## src/rtl/pipe_hazard_ctrl_pkg.sv

```systemverilog
// Shared types and constants for the pipeline hazard sequencer.
// State encodings are fixed because state_o exposes them directly.
package pipe_hazard_ctrl_pkg;

  localparam int HZ_STATE_WIDTH    = 2;
  localparam int HZ_REG_ADDR_WIDTH = 5;
  localparam int HZ_FLUSH_CNT_W    = 4;
  localparam int HZ_WAIT_CNT_W     = 8;

  typedef enum logic [HZ_STATE_WIDTH-1:0] {
    HZ_RUN      = 2'd0,
    HZ_MDU_WAIT = 2'd1,
    HZ_MEM_WAIT = 2'd2,
    HZ_FLUSH    = 2'd3
  } hz_state_e;

  function automatic logic hz_is_wait(input hz_state_e s);
    return (s == HZ_MDU_WAIT) || (s == HZ_MEM_WAIT);
  endfunction

endpackage

```

## src/rtl/pipe_hazard_ctrl_load_use_detect.sv

```systemverilog
// Combinational load-use detector: a load in EX whose destination register
// is read by the instruction currently in ID.
module hazard_load_use_detect
  import pipe_hazard_ctrl_pkg::*;
#(
  parameter int REG_ADDR_WIDTH = HZ_REG_ADDR_WIDTH
) (
  input  logic                      id_valid_i,
  input  logic [REG_ADDR_WIDTH-1:0] id_rs1_i,
  input  logic [REG_ADDR_WIDTH-1:0] id_rs2_i,
  input  logic                      id_rs1_used_i,
  input  logic                      id_rs2_used_i,
  input  logic                      ex_valid_i,
  input  logic                      ex_is_load_i,
  input  logic                      ex_wen_i,
  input  logic [REG_ADDR_WIDTH-1:0] ex_rd_i,
  output logic                      load_use_o
);

  logic ex_load_writes;
  logic rs1_hit;
  logic rs2_hit;

  // x0 is hard-wired zero, so a load targeting it never creates a dependency.
  assign ex_load_writes = ex_valid_i & ex_is_load_i & ex_wen_i & (ex_rd_i != '0);
  assign rs1_hit        = id_rs1_used_i & (id_rs1_i == ex_rd_i);
  assign rs2_hit        = id_rs2_used_i & (id_rs2_i == ex_rd_i);
  assign load_use_o     = id_valid_i & ex_load_writes & (rs1_hit | rs2_hit);

endmodule

```

## src/rtl/pipe_hazard_ctrl.sv

```systemverilog
// Central stall/flush sequencer for the 5-stage pipeline: one prioritised FSM
// (mem_wait > MDU > redirect > load_use) driving PC and pipeline-register controls.
module pipe_hazard_ctrl
  import pipe_hazard_ctrl_pkg::*;
#(
  parameter int REG_ADDR_WIDTH = HZ_REG_ADDR_WIDTH,
  parameter int FLUSH_CYCLES   = 2,
  parameter int MAX_WAIT       = 255
) (
  input  logic                      clk,
  input  logic                      rst_n,
  input  logic                      id_valid_i,
  input  logic [REG_ADDR_WIDTH-1:0] id_rs1_i,
  input  logic [REG_ADDR_WIDTH-1:0] id_rs2_i,
  input  logic                      id_rs1_used_i,
  input  logic                      id_rs2_used_i,
  input  logic                      ex_valid_i,
  input  logic                      ex_is_load_i,
  input  logic                      ex_wen_i,
  input  logic [REG_ADDR_WIDTH-1:0] ex_rd_i,
  input  logic                      mdu_start_i,
  input  logic                      mdu_done_i,
  input  logic                      mem_req_i,
  input  logic                      mem_ready_i,
  input  logic                      redirect_i,
  output logic                      pc_hold_o,
  output logic                      if_id_stall_o,
  output logic                      if_id_flush_o,
  output logic                      id_ex_hold_o,
  output logic                      id_ex_bubble_o,
  output logic                      ex_mem_hold_o,
  output logic [HZ_STATE_WIDTH-1:0] state_o,
  output logic                      timeout_o,
  output logic [31:0]               stall_cnt_o
);

  localparam logic [HZ_FLUSH_CNT_W-1:0] FLUSH_INIT = HZ_FLUSH_CNT_W'(FLUSH_CYCLES - 1);
  localparam logic [HZ_WAIT_CNT_W-1:0]  WAIT_MAX   = HZ_WAIT_CNT_W'(MAX_WAIT);

  hz_state_e                 state_q, state_d;
  hz_state_e                 saved_q, saved_d;
  logic [HZ_FLUSH_CNT_W-1:0] flush_cnt_q, flush_cnt_d;
  logic [HZ_WAIT_CNT_W-1:0]  wait_cnt_q, wait_cnt_d;
  logic [31:0]               stall_cnt_q, stall_cnt_d;

  logic load_use;
  logic mem_wait;
  logic mdu_busy;
  logic in_wait;
  logic pc_hold, if_id_stall, if_id_flush, id_ex_hold, id_ex_bubble, ex_mem_hold;

  hazard_load_use_detect #(
    .REG_ADDR_WIDTH(REG_ADDR_WIDTH)
  ) u_load_use (
    .id_valid_i   (id_valid_i),
    .id_rs1_i     (id_rs1_i),
    .id_rs2_i     (id_rs2_i),
    .id_rs1_used_i(id_rs1_used_i),
    .id_rs2_used_i(id_rs2_used_i),
    .ex_valid_i   (ex_valid_i),
    .ex_is_load_i (ex_is_load_i),
    .ex_wen_i     (ex_wen_i),
    .ex_rd_i      (ex_rd_i),
    .load_use_o   (load_use)
  );

  assign mem_wait = mem_req_i & ~mem_ready_i;
  assign mdu_busy = mdu_start_i & ~mdu_done_i;
  assign in_wait  = hz_is_wait(state_q);

  always_comb begin
    state_d      = state_q;
    saved_d      = saved_q;
    flush_cnt_d  = flush_cnt_q;
    pc_hold      = 1'b0;
    if_id_stall  = 1'b0;
    if_id_flush  = 1'b0;
    id_ex_hold   = 1'b0;
    id_ex_bubble = 1'b0;
    ex_mem_hold  = 1'b0;

    case (state_q)
      HZ_RUN: begin
        if (mem_wait) begin
          {pc_hold, if_id_stall, id_ex_hold, ex_mem_hold} = 4'b1111;
          saved_d = HZ_RUN;
          state_d = HZ_MEM_WAIT;
        end else if (mdu_busy) begin
          {pc_hold, if_id_stall, id_ex_hold} = 3'b111;
          state_d = HZ_MDU_WAIT;
        end else if (redirect_i) begin
          if_id_flush  = 1'b1;
          id_ex_bubble = 1'b1;
          if (FLUSH_CYCLES > 1) begin
            flush_cnt_d = FLUSH_INIT;
            state_d     = HZ_FLUSH;
          end
        end else if (load_use) begin
          {pc_hold, if_id_stall, id_ex_bubble} = 3'b111;
        end
      end

      HZ_MDU_WAIT: begin
        if (mdu_done_i) begin
          // The MDU result is ready but MEM is stalled: fall into a full freeze.
          if (mem_wait) begin
            {pc_hold, if_id_stall, id_ex_hold, ex_mem_hold} = 4'b1111;
            saved_d = HZ_RUN;
            state_d = HZ_MEM_WAIT;
          end else begin
            state_d = HZ_RUN;
          end
        end else begin
          {pc_hold, if_id_stall, id_ex_hold} = 3'b111;
          ex_mem_hold = mem_wait;
        end
      end

      HZ_MEM_WAIT: begin
        if (mem_wait) begin
          {pc_hold, if_id_stall, id_ex_hold, ex_mem_hold} = 4'b1111;
        end else begin
          state_d = saved_q;
        end
      end

      HZ_FLUSH: begin
        // EX only carries squashed slots here, so MDU/redirect/load_use are not acted on.
        if (mem_wait) begin
          {pc_hold, if_id_stall, id_ex_hold, ex_mem_hold} = 4'b1111;
          saved_d = HZ_FLUSH;
          state_d = HZ_MEM_WAIT;
        end else begin
          id_ex_bubble = 1'b1;
          flush_cnt_d  = flush_cnt_q - 1'b1;
          if (flush_cnt_q <= HZ_FLUSH_CNT_W'(1)) begin
            flush_cnt_d = '0;
            state_d     = HZ_RUN;
          end
        end
      end

      default: state_d = HZ_RUN;
    endcase
  end

  always_comb begin
    wait_cnt_d = wait_cnt_q;
    if (hz_is_wait(state_d) && (state_d != state_q)) begin
      wait_cnt_d = '0;
    end else if (in_wait) begin
      if (wait_cnt_q != WAIT_MAX) begin
        wait_cnt_d = wait_cnt_q + 1'b1;
      end
    end else begin
      wait_cnt_d = '0;
    end
  end

  assign stall_cnt_d = stall_cnt_q + 32'(pc_hold_o);

  always_ff @(posedge clk or negedge rst_n) begin
    if (!rst_n) begin
      state_q     <= HZ_RUN;
      saved_q     <= HZ_RUN;
      flush_cnt_q <= '0;
      wait_cnt_q  <= '0;
      stall_cnt_q <= '0;
    end else begin
      state_q     <= state_d;
      saved_q     <= saved_d;
      flush_cnt_q <= flush_cnt_d;
      wait_cnt_q  <= wait_cnt_d;
      stall_cnt_q <= stall_cnt_d;
    end
  end

  // Combinational outputs are gated so they read 0 during reset, not just after it.
  assign pc_hold_o      = rst_n & pc_hold;
  assign if_id_stall_o  = rst_n & if_id_stall;
  assign if_id_flush_o  = rst_n & if_id_flush;
  assign id_ex_hold_o   = rst_n & id_ex_hold;
  assign id_ex_bubble_o = rst_n & id_ex_bubble & ~id_ex_hold;
  assign ex_mem_hold_o  = rst_n & ex_mem_hold;
  assign state_o        = rst_n ? state_q : HZ_RUN;
  assign timeout_o      = rst_n & in_wait & (wait_cnt_q == WAIT_MAX);
  assign stall_cnt_o    = rst_n ? stall_cnt_q : '0;

endmodule

```

## config.mk

```make
export PLATFORM = sky130hd
export DESIGN_NAME = pipe_hazard_ctrl
export DESIGN_NICKNAME = d
export VERILOG_FILES = /design/src/rtl/pipe_hazard_ctrl_pkg.sv /design/src/rtl/pipe_hazard_ctrl_load_use_detect.sv /design/src/rtl/pipe_hazard_ctrl.sv
export SDC_FILE = /design/constraint.sdc
export NUM_CORES = 1
export LEC_CHECK = 0
export CORE_MARGIN = 2
export CORE_UTILIZATION = 30
export DETAILED_ROUTE_END_ITERATION = 6
export DONT_BUFFER_PORTS = 1
export GPL_ROUTABILITY_DRIVEN = 1
export PLACE_DENSITY_LB_ADDON = 0.25
export SKIP_LAST_GASP = 1
export SLEW_MARGIN = 0
export SYNTH_ARGS = -nofsm -noshare
export SYNTH_HDL_FRONTEND = slang
export SYNTH_SLANG_ARGS = --single-unit
export TNS_END_PERCENT = 100
```

## constraint.sdc

```tcl
create_clock -name clk -period 3 [get_ports clk]
set_input_delay 0.45 -clock clk [delete_from_list [all_inputs] [get_ports clk]]
set_output_delay 0.45 -clock clk [all_outputs]
set_load 0.02 [all_outputs]
```

==> reports/results.ini, run 1 <==
[outcome]
status = finished clean

[timing]
hold_viol_final = 0
rsz0062_at_grt = false
tns_ns = 0
setup_slack_ns = 0.256
tightest_slew_ns = 0.558
max_slew_margin_pct = 62.6
worst_hold_slack_ns = 0.482
layout_worst_path_cycle_share_pct = 91.5
period_needed_ns = 2.74
skew_ns = 0.00934
max_freq_ghz = 0.364
setup_viol_count_final = 0
slew_viol_final = 0

[final_layout]
nFillCells = 968
drive_above_1_share_pct = 9.68
nets = 348
areaGrowthSynthToFinish_pct = 11.1
multiInputGateArea_mm2 = 0.00161
utilization_pct = 34.4
n_antenna_cell = 0
register_area_mm2 = 0.00118

[global_route]
grtUsageTotal_pct = 12.4
grt_pass1_vias = 2098
grt_max_degree = 48
grt_pass1_wl_mm = 10.2
grt-ovfl-total = 0
antenna_found_initial = 0

[worst_setup_path]
critical_path.max_fanout = 6
worst-endpoint-arrival_ns = 2.93
required_ns = 3.19
r2r_slack_ns = 0.26
rr_worst_depth = 13
crit_type = flop to flop
cp-end-kind = flop
cp-start-kind = flop

[route]
drt_first_iter_violations = 119
drt-wirelength-per-cell_um = 14.3
first_pass_iters = 4
vias = 2179
drtAntennaViolNets = 0
drc_errors = 0
detail_route.vias_per_cell = 4.96
drt-total-wl_mm = 6.26

[yosys]
ys_seq_elements = 47
synth_top_area_cell = dfrtp_1
yosysUniqueCellTypes = 46
synth_top_area_share_pct = 40.9
netlist_top_cells_count = dfrtp_1, and2_1, xnor2_1
syn_area_per_cell_um2 = 9.55
synth_edf_count = 0
postSynthCellCount = 301
syn_nets = 339
async_reset_ff_share_pct = 100
ys_seq_area_share_pct = 40.9
ys_top_cells_by_area = dfrtp_1, and2_1, xnor2_1
synth-main-ff-cell = dfrtp_1
yosysWarningCount = 0
netlist_area_mm2 = 0.00288
synth_most_common_cell = dfrtp_1

[hold_path]
hp-class = flop to flop
whs_path_depth = 2

[floorplanning]
io_pins = 69
fp.dieH_um = 102
die_area_mm2 = 0.0104
die_w_um = 102
core_area_mm2 = 0.00928
start_util_pct = 31.0
num_rows = 35

[power]
power_w = 0.00195
power_density_mw_per_mm2 = 611
power_leakage_nw = 1.40
ir_worst_vdd_uv = 236

[clock_tree]
cts_tree = done
cts_buffers = 5
cts_max_path_buffers = 2
post_cts.repair.setup_buffers = 0
clk_root_buffer_cell = clkbuf_8
insertion_delay_ns = 0.29
cts.sinks = 47
htree_num_levels = 2
clk_pin_slew_ns = 0.09

[run]
maxCapViolations = 0

[placement]
place_congestion = 0.838
io_buffers = 0
dp.final_hpwl_mm = 4.50
preCtsSetupSlack_ns = 0.0835

-- worst paths after layout --
| path | end | from |
|---|---|---|
| max | stall_cnt_q[20] | state_q[0] |
| min | flush_cnt_q[1] | flush_cnt_q[1] |
| max reg2reg | stall_cnt_q[20] | state_q[0] |
| min reg2reg | flush_cnt_q[1] | flush_cnt_q[1] |
| max in group asynchronous | stall_cnt_q[4] | rst_n |
| min in group asynchronous | stall_cnt_q[21] | rst_n |
-- through the flow --
step                area (um^2)  std cells
global placement           3060        430
detailed placement         3060        430
global route               3200        439
floorplan                  2880        301
CTS                        3180        438
finish                     3200        439
-- registers in the layout (all words and copies together), names as in the netlist --
register	flops
flush_cnt_q	4
state_q	2
saved_q	1
stall_cnt_q	32
wait_cnt_q	8
-- layer usage --
metal,GRT usage [%],share of wire (%),vias up
met3,3.01,5.0,2
li1,-,-,1062
met5,0,0,-
met2,21.0,48,70
met1,16.0,46,1045
met4,2.87,0.45,0
-- report_power, final --
part | total, W | internal (W) | switching [W]
clock | 0.000404 | 0.000186 | 0.000218
sequential | 0.000796 | 0.000711 | 0.0000848
combinational | 0.000753 | 0.000303 | 0.000450
total | 0.00195 | 0.00120 | 0.000753
-- kinds of logic (layout without fill, tap and decap cells) --
kind of cell	Yosys count	after routing	share of synthesized area, %
simple gates	141	141	28.2
flops	47	47	40.9
xor+xnor	42	42	12.8
compound gates	36	36	9.14
buf+inv	22	31	3.57
fa+ha+maj	10	10	4.35
mux	3	3	1.04
-- worst max-delay path: stages, from the launching register on --
cell and delay (ns):
dfrtp_1 0.42, inv_1 0.11, ha_1 0.18, nor3_1 0.06
a21oi_1 0.16, o21ai_0 0.13, or2_2 0.30, o22ai_2 0.12
ha_2 0.25, ha_1 0.19, and3_1 0.19, and2_1 0.25
nand4_1 0.14, xnor2_1 0.14
-- placed cells by master, fill, tap and decap left out, drive strengths merged, types with 4 or more instances in the layout --
master,n
buf,12
nand4,9
xor2,15
a31oi,4
nand2,16
ha,10
nor2,19
inv,12
nand3,25
and4,4
xnor2,27
o21ai,10
a21oi,9
nor3,7
dfrtp,47
and3,11
and2,38
clkbuf,6
-- layout make-up --
type | instances | area share, %
Inverter | 11 | 1.29
Multi-Input combinational cell | 232 | 50.2
Timing Repair Buffer | 13 | 3.76
Clock buffer | 6 | 2.58
Sequential cell | 47 | 36.8
Clock inverter | 1 | 0.274
Tap cell | 129 | 5.05
-- repair_timing --
item | CTS | global route
gates resized for setup | 0 | 1
hold buffers | 1 | 1
endpoints found under the hold margin | 47 | 40
endpoints found under the setup margin | 0 | 6
No activity file was read; power rests on OpenSTA's default activity.
==> run 2: changes to the inputs <==
- MAX_ROUTING_LAYER: default -> met4
==> reports/results.ini, run 2 (synthesis gave the netlist of run 1 again) <==
[timing]
hold_viol_final = 0
max_freq_ghz = 0.367
skew_ns = 0.00883
setup_viol_count_final = 0
slew_viol_final = 0
layout_worst_path_cycle_share_pct = 90.7
max_slew_margin_pct = 61.5
rsz0062_at_grt = false
period_needed_ns = 2.72
tightest_slew_ns = 0.574
tns_ns = 0

[outcome]
status = finished clean

[final_layout]
drive_above_1_share_pct = 9.68
n_antenna_cell = 0
largest_reg_flops = 32
nets = 348
nFillCells = 968
reg_top3 = stall_cnt_q x32, wait_cnt_q x8, flush_cnt_q x4
mostFrequentLayoutCell = dfrtp_1
final_cell_mix = dfrtp_1, and2_1, xnor2_1
top_register = stall_cnt_q
areaGrowthSynthToFinish_pct = 11.1

[floorplanning]
start_util_pct = 31.0
die_w_um = 102
die_area_mm2 = 0.0104
num_rows = 35
fp.dieH_um = 102
core_area_mm2 = 0.00928
io_pins = 69

[global_route]
grt_max_degree = 48
antenna_found_initial = 0
grt_pass1_vias = 2096
grtUsageTotal_pct = 12.7
grt-ovfl-total = 0
grt_pass1_wl_mm = 10.2

[worst_setup_path]
critical_path.max_fanout = 6
worst-endpoint-arrival_ns = 2.91
cp-end-kind = flop
crit_type = flop to flop
cp-start-kind = flop
required_ns = 3.19
slowest_delay_ns = 0.42
cpMostUsedCell = ha_1
cp_num_buf_inv = 1
r2r_slack_ns = 0.28
path_cells = inv_1 > ha_1 > nor3_1 > a21oi_1 > o21ai_0 > or2_2 > o22ai_2 > ha_2 > ha_1 > and3_1 > and2_1 > nand4_1 > xnor2_1
crit_family = simple AND/OR/NAND/NOR gates
worst_path_max_delay_cell = dfrtp_1

[route]
detail_route.vias_per_cell = 4.97
drtAntennaViolNets = 0
vias = 2184
drt_first_iter_violations = 104
drt-wirelength-per-cell_um = 14.2
drc_errors = 0
drt-total-wl_mm = 6.25
first_pass_iters = 4

[power]
ir_worst_vdd_uv = 236
combinationalPowerShare_pct = 38.5
switching_share_pct = 38.6
power_w = 0.00195
power_density_mw_per_mm2 = 612
power_leakage_nw = 1.40
clockPowerShare_pct = 20.8
p_seq_share_pct = 40.7
p_int_w = 0.00120
switchingPower_w = 0.000754

[clock_tree]
clk_root_buffer_cell = clkbuf_8
cts.sinks = 47
post_cts.repair.setup_buffers = 0
clk_pin_slew_ns = 0.09
htree_num_levels = 2
cts_tree = done
cts_buffers = 5
cts_max_path_buffers = 2
insertion_delay_ns = 0.29

[run]
maxCapViolations = 0

[placement]
io_buffers = 0
dp.final_hpwl_mm = 4.50
place_congestion = 0.851

[hold_path]
hp-class = flop to flop

## run 2: cell counts in the layout (fill, tap and decap cells not counted)
Identical to the previous run, type by type.
## run 2: power by group through the flow
stage	Clock [W]	Combinational, W	Sequential (W)
after floorplan	0	0.000563	0.000791
after CTS	0.000423	0.000763	0.000797
final	0.000406	0.000753	0.000796
after global placement	0	0.000740	0.000807
after global routing	0.000451	0.000840	0.000810
after detailed placement	0	0.000742	0.000809
## run 2: path summary, 6_finish.rpt
path / cells after the start / from / endpoint
worst max-delay path: 13 / state_q[0] / stall_cnt_q[20]
worst min-delay path: 1 / stall_cnt_q[31] / stall_cnt_q[31]
worst max register to register: 13 / state_q[0] / stall_cnt_q[20]
min in group asynchronous: 2 / rst_n / stall_cnt_q[28]
worst min register to register: 1 / stall_cnt_q[31] / stall_cnt_q[31]
max in group asynchronous: 2 / rst_n / stall_cnt_q[0]
## run 2: final cells by class
class,instances,area (um^2),share of cell area [%]
Clock inverter,1,8.76,0.274
Timing Repair Buffer,13,120,3.76
Inverter,11,41.3,1.29
Sequential cell,47,1180,36.8
Clock buffer,6,82.6,2.58
Tap cell,129,161,5.05
Multi-Input combinational cell,232,1610,50.2
## run 2: through the flow
stage | std cells | instance area (um^2) | util, % | hold slack (ns) | worst slack, ns
after floorplan | 301 | 2880 | - | 0.154 | 0.0927
after global placement | 430 | 3060 | 33.0 | 0.156 | 0.195
after detailed placement | 430 | 3060 | 33.0 | 0.156 | 0.0835
after CTS | 438 | 3180 | 34.3 | 0.000239 | 0.177
after global routing | 439 | 3200 | 34.4 | 0.517 | 0.0156
final | 439 | 3200 | 34.4 | 0.476 | 0.278
## run 2: what timing repair did
item	4_1_cts	5_1_grt
endpoints found under the hold margin	47	38
hold buffers	1	1
setup endpoints to repair	0	6
gates resized for setup	0	1
## run 2: layer usage
layer  track usage (%)  routed length [um]
met1              16.1                2830
met4              2.87                  28
met3              2.87                 369
met5                 -                   0
met2              20.9                3030
## run 2: worst reg2reg max path, cell delays in order (launching register included)
cell and delay, ns:
dfrtp_1 0.42, inv_1 0.11, ha_1 0.18, nor3_1 0.06, a21oi_1 0.14, o21ai_0 0.13
or2_2 0.30, o22ai_2 0.12, ha_2 0.25, ha_1 0.19, and3_1 0.19, and2_1 0.26
nand4_1 0.15, xnor2_1 0.14
==> run 3: changes to the inputs <==
- CORE_UTILIZATION: 30 -> 55
==> reports/results.ini, run 3 (synthesis gave the netlist of run 1 again) <==
[outcome]
status = finished clean

[floorplanning]
fp.dieH_um = 76.3
num_rows = 26
die_area_mm2 = 0.00582
core_area_mm2 = 0.00507
io_pins = 69
start_util_pct = 56.7
die_w_um = 76.3

[clock_tree]
post_cts_resized = 0
cts_max_path_buffers = 2
post_cts.repair.setup_buffers = 0
clk_pin_slew_ns = 0.08
cts_buffers = 5
insertion_delay_ns = 0.30
clk_root_buffer_cell = clkbuf_8
cts_hold_buf = 2
cts_tree = done
cts.sinks = 47
htree_num_levels = 2

[timing]
tns_ns = 0
period_needed_ns = 2.72
setup_slack_ns = 0.277
worst_hold_slack_ns = 0.471
slew_viol_final = 0
layout_worst_path_cycle_share_pct = 90.8
tightest_slew_ns = 0.572
rsz0062_at_grt = false
max_slew_margin_pct = 61.6
max_freq_ghz = 0.367
setup_viol_count_final = 0
skew_ns = 0.0106
hold_viol_final = 0

[final_layout]
drive_above_1_share_pct = 8.77
final_cell_mix = dfrtp_1, and2_1, xnor2_1
multiInputGateArea_mm2 = 0.00160
mostFrequentLayoutCell = dfrtp_1
n_antenna_cell = 0
nets = 347
largest_reg_flops = 32
areaGrowthSynthToFinish_pct = 7.70
register_area_mm2 = 0.00118
reg_top3 = stall_cnt_q x32, wait_cnt_q x8, flush_cnt_q x4
final_cell_count_no_fill = 378
top_register = stall_cnt_q
nFillCells = 455

[worst_setup_path]
slowest_delay_ns = 0.38
worst-endpoint-arrival_ns = 2.90
required_ns = 3.18
cp-end-kind = flop
path_cells = inv_1 > ha_1 > nand2_1 > a21oi_1 > o21ai_0 > or2_2 > o22ai_2 > ha_1 > ha_1 > and3_1 > and2_1 > nand3_1 > xnor2_1
cp-start-kind = flop
worst_path_max_delay_cell = dfrtp_1
crit_path_start = state_q[1]
r2r_slack_ns = 0.28
r2r_start = state_q[1]
critical_path.max_fanout = 6
cpMostUsedCell = ha_1
crit_type = flop to flop

[route]
drt-total-wl_mm = 5.72
drt-wirelength-per-cell_um = 15.1
drc_errors = 0
detail_route.vias_per_cell = 5.79
drt_first_iter_violations = 52
vias = 2187
drtAntennaViolNets = 0
first_pass_iters = 4

[placement]
place_congestion = 0.969
dp.final_hpwl_mm = 4.10
dp.cells = 370
preCtsSetupSlack_ns = 0.175
io_buffers = 0

[power]
power_density_mw_per_mm2 = 608
ir_worst_vdd_uv = 304
power_leakage_nw = 1.39

[global_route]
grt_pass1_wl_mm = 9.96
grt-ovfl-total = 0
grt_max_degree = 48
grt_pass1_vias = 2102
grtUsageTotal_pct = 21.3
antenna_found_initial = 0

[run]
maxCapViolations = 0

[hold_path]
worstHoldStart = stall_cnt_q[31]
hp-class = flop to flop

==> run 3: path summary, 6_finish.rpt <==
check | to | cells after the start
worst max-delay path | stall_cnt_q[24] | 13
worst min-delay path | stall_cnt_q[31] | 1
worst min register to register | stall_cnt_q[31] | 1
max in group asynchronous | stall_cnt_q[3] | 2
worst max register to register | stall_cnt_q[24] | 13
min in group asynchronous | state_q[0] | 2
==> run 3: area by class of cell <==
cell class / count / area share (%)
clock buffers: 5 / 2.22
clock inverters: 1 / 0.242
inverters: 11 / 1.33
multi-input cells: 232 / 51.8
flip-flops and latches: 47 / 38.0
well taps: 70 / 2.83
repair buffers: 12 / 3.64
==> run 3: critical path, delay by kind of cell (launching register included) <==
| kind | cells | cell delay, ns |
|---|---|---|
| and+or+nand+nor | 5 | 0.94 |
| DFF | 1 | 0.38 |
| adders and majority gates | 3 | 0.66 |
| xor gates and xnor gates | 1 | 0.15 |
| buffers and inverters | 1 | 0.13 |
| AOI/OAI and AO/OA | 3 | 0.34 |
==> run 3: metal layers <==
| layer | GRT usage, % | part of all wire (%) |
|---|---|---|
| met1 | 26.8 | 44 |
| met2 | 33.8 | 49 |
| met3 | 5.21 | 5.5 |
| met4 | 7.82 | 1.7 |
| met5 | - | 0 |
==> run 3: stage by stage <==
| stage | util, % | instance area [um^2] | total power, W |
|---|---|---|---|
| finish | 61.0 | 3100 | 0.00188 |
| global route | 61.0 | 3100 | 0.00201 |
| CTS | 61.0 | 3100 | 0.00190 |
| detailed placement | 58.8 | 2980 | 0.00153 |
| global placement | 58.8 | 2980 | 0.00152 |
| floorplan | - | 2880 | 0.00135 |
==> run 3: where the power goes <==
part           internal, W  total, W  switching (W)
Clock             0.000155  0.000351       0.000196
Combinational     0.000288  0.000738       0.000450
Sequential        0.000711  0.000795      0.0000840
Total              0.00115   0.00188       0.000730
